<file path="config.mk">
export PLATFORM = sky130hd
export DESIGN_NAME = elevator_ctrl
export DESIGN_NICKNAME = d
export VERILOG_FILES = /design/src/rtl/elevator_pkg.sv /design/src/rtl/elevator_ctrl_dirsel.sv /design/src/rtl/elevator_ctrl.sv
export SDC_FILE = /design/constraint.sdc
export NUM_CORES = 1
export LEC_CHECK = 0
export CAP_MARGIN = 20
export CORE_ASPECT_RATIO = 1.4
export CORE_MARGIN = 4
export CORE_UTILIZATION = 40
export DETAILED_ROUTE_END_ITERATION = 8
export GPL_TIMING_DRIVEN = 0
export SYNTH_ARGS = -nofsm -noshare
export SYNTH_HDL_FRONTEND = slang
export SYNTH_SLANG_ARGS = --single-unit
</file>
<file path="constraint.sdc">
create_clock -name ck -period 2.98 [get_ports ck]
set_input_delay 0.298 -clock ck [delete_from_list [all_inputs] [get_ports ck]]
set_output_delay 0.298 -clock ck [all_outputs]
set_load 0.03 [all_outputs]
</file>
<file path="src/rtl/elevator_pkg.sv">
// Shared constants, state encoding and floor-mask helpers for the elevator car scheduler.
package elevator_pkg;

  localparam int unsigned NFLOORS        = 5;
  localparam int unsigned FW             = $clog2(NFLOORS);
  localparam int unsigned TRAVEL_CYC_DEF = 8;
  localparam int unsigned DOOR_CYC_DEF   = 6;

  typedef enum logic [1:0] {
    ST_IDLE = 2'd0,
    ST_MOVE = 2'd1,
    ST_DOOR = 2'd2
  } state_t;

  // Timer must hold max(travel, door) - 1; never narrower than one bit.
  function automatic int unsigned tmr_w(input int unsigned a, input int unsigned b);
    int unsigned m;
    m = (a > b) ? a : b;
    return (m > 1) ? $clog2(m) : 1;
  endfunction

  function automatic logic [NFLOORS-1:0] onehot(input logic [FW-1:0] f);
    logic [NFLOORS-1:0] m;
    for (int unsigned i = 0; i < NFLOORS; i++) m[i] = (FW'(i) == f);
    return m;
  endfunction

  function automatic logic [NFLOORS-1:0] above_mask(input logic [FW-1:0] f);
    logic [NFLOORS-1:0] m;
    for (int unsigned i = 0; i < NFLOORS; i++) m[i] = (FW'(i) > f);
    return m;
  endfunction

  function automatic logic [NFLOORS-1:0] below_mask(input logic [FW-1:0] f);
    logic [NFLOORS-1:0] m;
    for (int unsigned i = 0; i < NFLOORS; i++) m[i] = (FW'(i) < f);
    return m;
  endfunction

endpackage

</file>
<file path="src/rtl/elevator_ctrl_dirsel.sv">
// Combinational request classification and SCAN direction choice at the current floor.
module elevator_ctrl_dirsel
  import elevator_pkg::*;
(
  input  logic [NFLOORS-1:0] i_req,
  input  logic [FW-1:0]      i_floor,
  input  logic               i_dir_up,
  output logic               o_above_c,
  output logic               o_below_c,
  output logic               o_here_c,
  output logic               o_go_c,
  output logic               o_go_up_c
);

  logic w_above;
  logic w_below;

  assign w_above   = |(i_req & above_mask(i_floor));
  assign w_below   = |(i_req & below_mask(i_floor));
  assign o_above_c = w_above;
  assign o_below_c = w_below;
  assign o_here_c  = |(i_req & onehot(i_floor));
  assign o_go_c    = w_above | w_below;
  // Keep the current direction while work remains that way, otherwise reverse.
  assign o_go_up_c = i_dir_up ? w_above : ~w_below;

endmodule

</file>
<file path="src/rtl/elevator_ctrl.sv">
// SCAN car-motion scheduler: moves floor by floor, opens the door at served floors, pulses clr.
module elevator_ctrl
  import elevator_pkg::*;
#(
  parameter int unsigned TRAVEL_CYC = TRAVEL_CYC_DEF,
  parameter int unsigned DOOR_CYC   = DOOR_CYC_DEF
) (
  input  logic               ck,
  input  logic               rst_n,
  input  logic [NFLOORS-1:0] req,
  input  logic               hold,
  output logic [NFLOORS-1:0] clr,
  output logic [FW-1:0]      floor,
  output logic               mot_up,
  output logic               mot_dn,
  output logic               door_open,
  output logic               dir_up,
  output logic               busy
);

  localparam int unsigned    TW          = tmr_w(TRAVEL_CYC, DOOR_CYC);
  localparam logic [TW-1:0]  TRAVEL_LOAD = TW'(TRAVEL_CYC - 1);
  localparam logic [TW-1:0]  DOOR_LOAD   = TW'(DOOR_CYC - 1);

  state_t              r_state;
  logic [TW-1:0]       r_timer;
  logic [FW-1:0]       r_floor;
  logic                r_dir_up;
  logic [NFLOORS-1:0]  r_clr;
  logic                r_mot_up;
  logic                r_mot_dn;
  logic                r_door;
  logic                r_busy;

  logic                w_above;
  logic                w_below;
  logic                w_here;
  logic                w_go;
  logic                w_go_up;
  logic [FW-1:0]       w_nf;
  logic                w_here_n;
  logic                w_beyond;
  logic                w_clr_here;

  elevator_ctrl_dirsel u_dirsel (
    .i_req     (req),
    .i_floor   (r_floor),
    .i_dir_up  (r_dir_up),
    .o_above_c (w_above),
    .o_below_c (w_below),
    .o_here_c  (w_here),
    .o_go_c    (w_go),
    .o_go_up_c (w_go_up)
  );

  // Arrival evaluation at the floor the car is about to reach.
  assign w_nf       = r_dir_up ? (r_floor + FW'(1)) : (r_floor - FW'(1));
  assign w_here_n   = |(req & onehot(w_nf));
  assign w_beyond   = |(req & (r_dir_up ? above_mask(w_nf) : below_mask(w_nf)));
  // Latch may still show the request on the cycle its clear is being pulsed.
  assign w_clr_here = |(r_clr & onehot(r_floor));

  always_ff @(posedge ck or negedge rst_n) begin
    if (!rst_n) begin
      r_state  <= ST_IDLE;
      r_timer  <= '0;
      r_floor  <= '0;
      r_dir_up <= 1'b1;
      r_clr    <= '0;
      r_mot_up <= 1'b0;
      r_mot_dn <= 1'b0;
      r_door   <= 1'b0;
      r_busy   <= 1'b0;
    end else begin
      r_clr <= '0;
      case (r_state)
        ST_IDLE: begin
          if (w_here) begin
            r_state <= ST_DOOR;
            r_timer <= DOOR_LOAD;
            r_clr   <= onehot(r_floor);
            r_door  <= 1'b1;
            r_busy  <= 1'b1;
          end else if (w_go) begin
            r_state  <= ST_MOVE;
            r_timer  <= TRAVEL_LOAD;
            r_dir_up <= w_go_up;
            r_mot_up <= w_go_up;
            r_mot_dn <= ~w_go_up;
            r_busy   <= 1'b1;
          end
        end
        ST_MOVE: begin
          if (r_timer != '0) begin
            r_timer <= r_timer - TW'(1);
          end else begin
            r_floor <= w_nf;
            if (w_here_n) begin
              r_state  <= ST_DOOR;
              r_timer  <= DOOR_LOAD;
              r_clr    <= onehot(w_nf);
              r_door   <= 1'b1;
              r_mot_up <= 1'b0;
              r_mot_dn <= 1'b0;
            end else if (w_beyond) begin
              r_timer <= TRAVEL_LOAD;
            end else begin
              r_state  <= ST_IDLE;
              r_mot_up <= 1'b0;
              r_mot_dn <= 1'b0;
              r_busy   <= 1'b0;
            end
          end
        end
        ST_DOOR: begin
          if (w_here && !w_clr_here) begin
            r_clr   <= onehot(r_floor);
            r_timer <= DOOR_LOAD;
          end else if (hold) begin
            r_timer <= DOOR_LOAD;
          end else if (r_timer == '0) begin
            r_state <= ST_IDLE;
            r_door  <= 1'b0;
            r_busy  <= 1'b0;
          end else begin
            r_timer <= r_timer - TW'(1);
          end
        end
        default: begin
          r_state <= ST_IDLE;
        end
      endcase
    end
  end

  assign clr       = r_clr;
  assign floor     = r_floor;
  assign mot_up    = r_mot_up;
  assign mot_dn    = r_mot_dn;
  assign door_open = r_door;
  assign dir_up    = r_dir_up;
  assign busy      = r_busy;

endmodule

</file>
======== Yosys cells after proc, flatten, opt, wreduce, memory -nomap -nowiden ========
Index checks and enable logic that the tools add are counted.
word-level totals
  register bits after elaboration ......... 18
  bits of input ports ..................... 8
  output and inout port bits .............. 13
  logic and storage cells ................. 136
operators by class
  $add $sub $neg .......................... 3
  magnitude comparators ................... 20
  equal/unequal tests ..................... 24
  muxes and demuxes ....................... 47
  bitwise operators ....................... 11
  reductions and logical operators ........ 22
operators by type and width
  kind                                                                  count
  5-bit AND                                                             6
  5-bit OR reduction                                                    6
  3-bit 2-to-1 mux                                                      9
  5-bit 2-to-1 mux                                                      5
  1-bit 2-to-1 mux                                                      18
  2-bit inequality test (second input constant)                         9
  2-bit 2-to-1 mux                                                      8
  5-bit case mux with 3 select lines                                    1
  2-bit by 3-bit == test with 1-bit output (first input constant)       4
  1-bit by 3-bit > comparator with 1-bit output (first input constant)  4
  2-bit by 3-bit > comparator with 1-bit output (first input constant)  4
  1-bit by 3-bit < comparator with 1-bit output (first input constant)  4
  2-bit by 3-bit < comparator with 1-bit output (first input constant)  4
  3-bit logical NOT                                                     3
  3-bit case mux with 3 select lines                                    1
  4-bit inequality test (second input constant)                         2
  8-bit AND reduction                                                   1
  7-bit AND reduction                                                   1
  1-bit by 3-bit == test with 1-bit output (first input constant)       2
  3-bit == test (first input constant)                                  2
  3-bit > comparator (first input constant)                             2
  3-bit < comparator (first input constant)                             2
  1-bit case mux with 3 select lines                                    2
  2-bit case mux with 3 select lines                                    1
  other kinds (20)                                                      26

======== Depth between registers and ports, before layout ========
Gate-level depths: netlist of run 1.
  word-level depth ........................ 10
  depth in mapped cells ................... 10
  depth with buffers taken out ............ 8

======== By module ========
Synthesis of run 1 repeated with hierarchy kept, for this count alone.
second synthesis, totals
  cell total of the unflattened synthesis .. 193
  area, all modules ....................... 1677.9 um^2
modules (own cells, without submodules)
  module                times used  cells each  area an instance (um^2)  seq. area each (um^2)
  elevator_ctrl         1           170         1519.0                   451.7
  elevator_ctrl_dirsel  1           23          158.9                    0.0

======== Least setup slack after synthesis of run 1 ========
No wires, ideal clock.
  path kind ............................... register -> register
  start point ............................. register r_floor[1], in the netlist floor[1]
  end point ............................... register r_timer[1]
  library setup time ...................... 0.125 ns
  arrival ................................. 3.293 ns
  data required time ...................... 2.855 ns
  path slack .............................. -0.438 ns
  cell stages (with the launch flop) ...... 11
  buffers on the path ..................... 2
  clock period less this slack ............ 3.418 ns
  cells stage by stage .................... dfrtp_1 -> clkbuf_1 -> inv_1 -> ha_1 -> buf_2 -> xor2_1 -> mux4_2 -> mux2_4 -> or4_4 -> nand3_2 -> mux2_4
between the ends
  longest elaborated chain between the ends .. 8
  elaborated cells between the ends (all ways) .. 58
  those cells by class .................... add/sub (2); order compare (20); eq/ne (11); mux (7); bitwise (7); reduce/logical (11)
ends and longest elaborated chain
  what                                                                                                          RTL line                                  text
  start, declared                                                                                               elevator_ctrl.sv:27                       logic [FW-1:0] r_floor;
  start signal, assigned                                                                                        elevator_ctrl.sv:97                       r_floor <= w_nf;
  3-bit by 1-bit subtractor with 3-bit output / 3-bit by 1-bit adder with 3-bit output (equally long branches)  elevator_ctrl.sv:57                       assign w_nf = r_dir_up ? (r_floor + FW'(1)) : (r_floor - FW'(1));
  3-bit 2-to-1 mux                                                                                              elevator_ctrl.sv:57
  1-bit by 3-bit < comparator with 1-bit output, or another cell as far along                                   elevator_pkg.sv:36                        for (int unsigned i = 0; i < NFLOORS; i++) m[i] = (FW'(i) < f);
  5-bit 2-to-1 mux / 5-bit AND (equally long branches)                                                          elevator_ctrl.sv:59, elevator_ctrl.sv:58
  5-bit AND / 5-bit OR reduction (equally long branches)                                                        elevator_ctrl.sv:59, elevator_ctrl.sv:58
  5-bit OR reduction / 3-bit 2-to-1 mux (equally long branches)                                                 elevator_ctrl.sv:59, elevator_ctrl.sv:98
  4-bit inequality test (no source line) / 3-bit 2-to-1 mux (equally long branches)                             -
  4-bit AND reduction (no source line) / 3-bit case mux with 3 select lines (equally long branches)             -
  end signal, assigned                                                                                          elevator_ctrl.sv:95                       r_timer <= r_timer - TW'(1);
  end signal, assigned                                                                                          elevator_ctrl.sv:126                      r_timer <= r_timer - TW'(1);
  end, declared                                                                                                 elevator_ctrl.sv:26                       logic [TW-1:0] r_timer;
Parallel ways exist; a longest one is shown, timed or not.
A chain may end at the register's enable or synchronous reset.

======== Final worst setup path of run 1 ========
Same ends and word-level chain as after synthesis.

==> impl_metrics.json, run 1 <==
{
  "status": "finished, final reports clean",
  "setup.worst_path.end_class": "register",
  "ctsHtreeMaxLevel": 1,
  "ys_top_cells_by_count": "20 x sky130_fd_sc_hd__nand2_1, 17 x sky130_fd_sc_hd__dfrtp_1, 13 x sky130_fd_sc_hd__nor2_1",
  "ctsHoldBuffers": 0,
  "fmax_mhz": 346,
  "post_synth_xor_area_fraction_pct": 3.20,
  "finalCritPeriodShare_pct": 96.9,
  "detail-route-antenna-nets": 0,
  "clk_latency_ps": 250,
  "synthMostInstantiatedCell": "sky130_fd_sc_hd__nand2_1",
  "timing.final.setup_violations": 0,
  "wl_met1_um": 1890,
  "topRoutingLayerUsed": "met4",
  "num_vias": 1566,
  "grt_start_max_net_pins": 19,
  "synth_simple_gate_area_share_pct": 22.0,
  "dp_hpwl_um": 3540,
  "clkTransAtPathRegs_ps": 70,
  "timing.final.ws_setup_ps": 93.3,
  "ys.flop_type": "sky130_fd_sc_hd__dfrtp_1",
  "arrival_ps": 3020,
  "synthesized_flop_and_latch_total": 18,
  "design.final.nets": 234,
  "clock-skew-final_ps": 4.27,
  "cts_max_path_buffers": 2,
  "cap_violations": 0,
  "netlist.area_leader.share_pct": 25.9,
  "main_combinational_cell_family_by_area_after_synthesis": "compound AO/OA/AOI/OAI gates",
  "unrepaired_setup_endpoints_after_global_routing": "false",
  "hold_path_class": "in2async",
  "power.leakage_uw": 0.000820,
  "detail_route.iter0.violations": 59,
  "die_w_um": 62.1,
  "power.density_nw_per_um2": 1290,
  "timing.final.crit_period_ps": 2890,
  "total_power_uw": 2600,
  "io_pins": 21,
  "fp.dieArea_um2": 5200,
  "area_delta_synth_final_pct": 23.0,
  "place.gp.congestion": 0.871,
  "tightestPinTransition_ps": 818,
  "met2RoutedLength_um": 2390,
  "netlist.top_cell.by_area": "sky130_fd_sc_hd__dfrtp_1",
  "synth.area.mux_share_pct": 7.02,
  "cts_tree": "built",
  "cp_max_fo": 10,
  "drc": 0,
  "port-buffer-count": 20,
  "routed-wl-met3_um": 118,
  "layout_cells_sized_above_1_pct": 15.5,
  "design.core.area_um2": 3950,
  "via_cell_ratio": 6.12,
  "numClockSinks": 18,
  "place_ws_ps": -80.9,
  "netlist_instances": 187,
  "dpl_cell_area_um2": 1950,
  "synth-edff-count": 0,
  "synth_area_um2": 1640,
  "start_util_pct": 41.5,
  "cts.root.buffer_cell": "sky130_fd_sc_hd__clkbuf_8",
  "fp-row-count": 27,
  "final_hold_viol_count": 0,
  "timing.critical_path.from_type": "register",
  "worst-r2r-setup-slack_ps": 90,
  "number_of_global_route_vias_before_repair": 1634,
  "antenna_found_initial": 0,
  "setup.worst_path.class": "reg2reg",
  "timing.critical_path.required_ps": 3120,
  "chip_height_um": 83.8,
  "post_drt_wl_per_cell_um": 17.4,
  "synth_compound_gate_area_share_pct": 25.6,
  "diodes": 0,
  "first_pass_iters": 4,
  "peakVddDrop_uv": 815,
  "yosys.area_share.adder_pct": 9.15,
  "report.final.slew_viol_count": 0,
  "synth.area.top_cells": "sky130_fd_sc_hd__dfrtp_1 26%, sky130_fd_sc_hd__ha_1 9.2%, sky130_fd_sc_hd__nand2_1 4.6%",
  "synth.yosys.seq_area_share_pct": 27.5,
  "detail_route.wirelength_um": 4460,
  "total_clock_buffers_created_by_cts": 3,
  "grt_residual_overflow": 0,
  "layout.cell_area.non_filler_um2": 2020,
  "globalRouteTotalUtil_pct": 17.5,
  "ys_async_sr_fraction_pct": 100,
  "yosys.cell_types.count": 61,
  "avgSynthCellArea_um2": 8.77,
  "global_route_wire_length_before_repair_um": 7630,
  "mappedNetlistNets": 207,
  "holdWs_ps": 517,
  "yosysWarningCount": 0,
  "timing.max_slew.rel_slack_pct": 45.3
}
==> worst max-delay path: stages (launching register included) <==
cell and delay (ps):
sky130_fd_sc_hd__dfrtp_2 410, sky130_fd_sc_hd__clkbuf_8 170, sky130_fd_sc_hd__inv_4 80, sky130_fd_sc_hd__ha_4 200, sky130_fd_sc_hd__buf_6 140, sky130_fd_sc_hd__xor2_4 150, sky130_fd_sc_hd__buf_4 160, sky130_fd_sc_hd__and3_2 210
sky130_fd_sc_hd__mux2_4 270, sky130_fd_sc_hd__or4_4 560, sky130_fd_sc_hd__nand3_4 120, sky130_fd_sc_hd__mux2_4 300
==> registers in the layout, summed over array words and instances, names as in the netlist <==
register,flops
clr,5
floor,3
r_timer,3
r_state,2
busy,1
dir_up,1
door_open,1
mot_dn,1
mot_up,1
==> cell families (layout without fill, tap and decap cells) <==
group / after synthesis / after routing
buffers and inverters: 21 / 47
muxes: 9 / 9
and+or+nand+nor: 68 / 68
adders and majority gates: 12 / 12
xor gates and xnor gates: 6 / 6
DFF: 18 / 18
AOI/OAI and AO/OA: 53 / 53
==> layer usage <==
metal  track usage [%]  vias up
met5                 0        -
met4              5.72        0
met3              1.75        6
met2              32.7       28
met1              20.2      781
li1                  -      751
==> metrics by stage <==
step | setup TNS, ps | std cells | utilization [%]
finish | 0 | 256 | 51.0
CTS | 0 | 256 | 50.9
global route | 0 | 256 | 51.0
detailed placement | -80.9 | 250 | 49.4
floorplan | 0 | 187 | -
global placement | -74.5 | 250 | 49.4
==> power by group <==
group / switching [µW] / leakage, µW / total, µW / internal [µW]
combinational: 1160 / 0.000578 / 1990 / 830
sequential: 88.9 / 0.000220 / 442 / 353
clock: 80.6 / 0.0000228 / 175 / 94.8
==> area by class of cell <==
class                      instances  area (µm²)
fill                             384        1940
multi-input combinational        148        1140
sequential                        18         454
timing repair buffer              22         215
buffer                            10        65.1
tap                               43        53.8
inverter                          11        46.3
clock buffer                       4        45.0
==> layout by cell type (no fill, tap or decap), types with 2 or more instances in the layout <==
master and count:
sky130_fd_sc_hd__ha_1 11, sky130_fd_sc_hd__o211ai_1 8, sky130_fd_sc_hd__buf_2 2, sky130_fd_sc_hd__o21ai_0 5, sky130_fd_sc_hd__xnor2_1 4, sky130_fd_sc_hd__nor3_1 2, sky130_fd_sc_hd__a21oi_1 5, sky130_fd_sc_hd__nor2b_1 7
sky130_fd_sc_hd__mux2_4 2, sky130_fd_sc_hd__buf_4 2, sky130_fd_sc_hd__dfrtp_2 2, sky130_fd_sc_hd__inv_4 2, sky130_fd_sc_hd__nand2b_1 2, sky130_fd_sc_hd__a31oi_1 7, sky130_fd_sc_hd__clkbuf_1 5, sky130_fd_sc_hd__nand2_1 20
sky130_fd_sc_hd__clkbuf_8 4, sky130_fd_sc_hd__o221ai_1 3, sky130_fd_sc_hd__mux2_2 2, sky130_fd_sc_hd__nand4_1 4, sky130_fd_sc_hd__inv_1 8, sky130_fd_sc_hd__nor2_1 13, sky130_fd_sc_hd__buf_6 2, sky130_fd_sc_hd__a22oi_1 3
sky130_fd_sc_hd__nand3_1 6, sky130_fd_sc_hd__o21a_1 2, sky130_fd_sc_hd__o22ai_1 3, sky130_fd_sc_hd__mux2i_1 4, sky130_fd_sc_hd__dfrtp_1 15, sky130_fd_sc_hd__clkdlybuf4s50_1 20
==> path summary, 6_finish.rpt <==
| path | from | endpoint | cells after the start |
|---|---|---|---|
| min in group ck | busy | busy | 2 |
| setup / recovery | floor[1] | r_timer[1] | 11 |
| setup reg to reg | floor[1] | r_timer[1] | 11 |
| max in group asynchronous | rst_n | floor[0] | 1 |
| hold / removal | rst_n | r_timer[0] | 1 |
| hold reg to reg | busy | busy | 2 |
==> what timing repair did <==
action | 4_1_cts | 5_1_grt
setup buffers | 2 | 0
setup endpoints to repair | 1 | 1
pin swaps | 1 | 2
gates resized for setup | 0 | 2
Power figures use the tool's default switching activity.
==> run 2, diff against run 1 <==
- CORE_MARGIN: 4 -> unset
- PLACE_DENSITY: unset -> 0.73
==> run 2 against run 1 <==
Effect of this change: maximum frequency fell by 1.2%; largest cell class unchanged; highest routed layer unchanged; critical path type unchanged; first-iteration DRC count fell by 14%; cell area rose by 0.37%; count of clock-buffer cells in the layout did not move; power rose by 1.7%; sequential power barely moved; via count rose by 0.64%.
==> impl_metrics.json, run 2 (synthesis results as in run 1) <==
{
  "status": "finished, final reports clean",
  "design.final.nets": 235,
  "first_pass_iters": 4,
  "numClockSinks": 18,
  "port-buffer-count": 20,
  "report.final.slew_viol_count": 0,
  "layout.cell_area.non_filler_um2": 2020,
  "cts_tree": "built",
  "timing.critical_path.from_type": "register",
  "worst-r2r-setup-slack_ps": 60,
  "power.density_nw_per_um2": 1310,
  "global_route_wire_length_before_repair_um": 7220,
  "dpl_cell_area_um2": 1950,
  "arrival_ps": 3080,
  "die_w_um": 56.1,
  "clk_latency_ps": 270,
  "total_clock_buffers_created_by_cts": 3,
  "design.core.area_um2": 3920,
  "start_util_pct": 41.9,
  "io_pins": 21,
  "seq_power_share_pct": 16.8,
  "hold_path_class": "in2async",
  "drc": 0,
  "cp.depth": 10,
  "clock-skew-final_ps": 2.69,
  "timing.final.setup_violations": 0,
  "cap_violations": 0,
  "setup.worst_path.class": "reg2reg",
  "power.share.clock_pct": 7.1,
  "worstRegToRegCells": 10,
  "number_of_global_route_vias_before_repair": 1560,
  "globalRouteTotalUtil_pct": 20.9,
  "r2r_end": "r_timer[1]",
  "cp_max_fo": 10,
  "via_cell_ratio": 6.13,
  "detail-route-antenna-nets": 0,
  "layout_common_cells": "20 x sky130_fd_sc_hd__nand2_1, 20 x sky130_fd_sc_hd__clkdlybuf4s50_1, 15 x sky130_fd_sc_hd__dfrtp_1",
  "final_hold_viol_count": 0,
  "crit_buf_inv": 3,
  "power.switching_uw": 1350,
  "detail_route.wirelength_um": 4340,
  "fp-row-count": 27,
  "setup.worst_path.end_class": "register",
  "cell_internal_pwr_uw": 1290,
  "timing.max_slew.rel_slack_pct": 44.6,
  "final_util_pct": 51.7,
  "crit-reg2reg-launch": "floor[1]",
  "critPathMostFrequentCell": "sky130_fd_sc_hd__mux2_4",
  "switching_share_pct": 51.1,
  "slowest_stage": "sky130_fd_sc_hd__or4_4",
  "area_delta_synth_final_pct": 23.4,
  "largest_register_ff_count": 5,
  "tightestPinTransition_ps": 828,
  "chip_height_um": 77.8,
  "share_comb_of_total_power_pct": 76.1,
  "dp_hpwl_um": 3210,
  "timing.final.crit_period_ps": 2920,
  "path_delay_family": "multiplexers",
  "ctsHoldBuffers": 0,
  "cts.root.buffer_cell": "sky130_fd_sc_hd__clkbuf_8",
  "max_stage_delay_ps": 550,
  "timing.critical_path.cells": "clkbuf_8 > inv_4 > ha_4 > buf_6 > xor2_4 > mux4_2 > mux2_4 > or4_4 > nand3_4 > mux2_4",
  "fp.dieArea_um2": 4360,
  "grt_start_max_net_pins": 19,
  "ctsHtreeMaxLevel": 1,
  "peakVddDrop_uv": 739,
  "finalCritPeriodShare_pct": 98.1,
  "holdWs_ps": 506,
  "fmax_mhz": 342,
  "place_ws_ps": -57.8,
  "layout_cells_sized_above_1_pct": 15.9,
  "clkTransAtPathRegs_ps": 70,
  "place.gp.congestion": 0.858,
  "timing.critical_path.required_ps": 3130,
  "timing.final.ws_setup_ps": 57.8,
  "power.leakage_uw": 0.000826,
  "post_drt_wl_per_cell_um": 16.9,
  "grt_residual_overflow": 0,
  "antenna_found_initial": 0,
  "num_vias": 1576,
  "cts_max_path_buffers": 2,
  "detail_route.iter0.violations": 51,
  "diodes": 0
}
run 2: routing by layer:
layer / global-route usage [%] / vias up / routed length (µm)
met1: 24.8 / 764 / 1820
met2: 36.4 / 48 / 2250
li1: - / 753 / -
met5: 0 / - / 0
met4: 9.51 / 0 / 110
met3: 3.33 / 11 / 167
run 2: worst max path at each step:
| stage | startpoint | slack, ps | endpoint |
|---|---|---|---|
| 4_1_cts | floor[1] | 10 | r_timer[1] |
| 6_report | floor[1] | 60 | r_timer[1] |
| 3_5_place_dp | floor[1] | -60 | r_timer[1] |
| 5_1_grt | floor[1] | -5 | r_timer[1] |
| 3_3_place_gp | floor[1] | -30 | r_timer[1] |
| 2_1_floorplan | floor[1] | 20 | r_timer[1] |
run 2: through the flow:
stage               total power, µW  instances  setup TNS (ps)
detailed placement             2370        250           -57.8
CTS                            2610        256               0
global route                   2840        257           -5.05
floorplan                      1900        187               0
finish                         2650        257               0
global placement               2340        250           -32.6
run 2: power by group through the flow:
stage | registers [µW] | logic (µW) | clock network (µW)
finish | 444 | 2020 | 188
global route | 457 | 2180 | 197
CTS | 446 | 1980 | 187
detailed placement | 450 | 1920 | 0
global placement | 445 | 1890 | 0
floorplan | 548 | 1350 | 0
run 2: cell type report:
| class | count | area, µm² |
|---|---|---|
| plain buffers | 10 | 65.1 |
| clock buffers | 4 | 45.0 |
| fillers | 381 | 1890 |
| inverters | 11 | 46.3 |
| multi-input cells | 148 | 1140 |
| flip-flops and latches | 18 | 454 |
| well taps | 43 | 53.8 |
| repair buffers | 23 | 223 |
run 2: what timing repair did:
item	4_1_cts	5_1_grt
pin swaps	1	0
setup endpoints to repair	1	3
buffers inserted	2	1
gates resized for setup	0	2
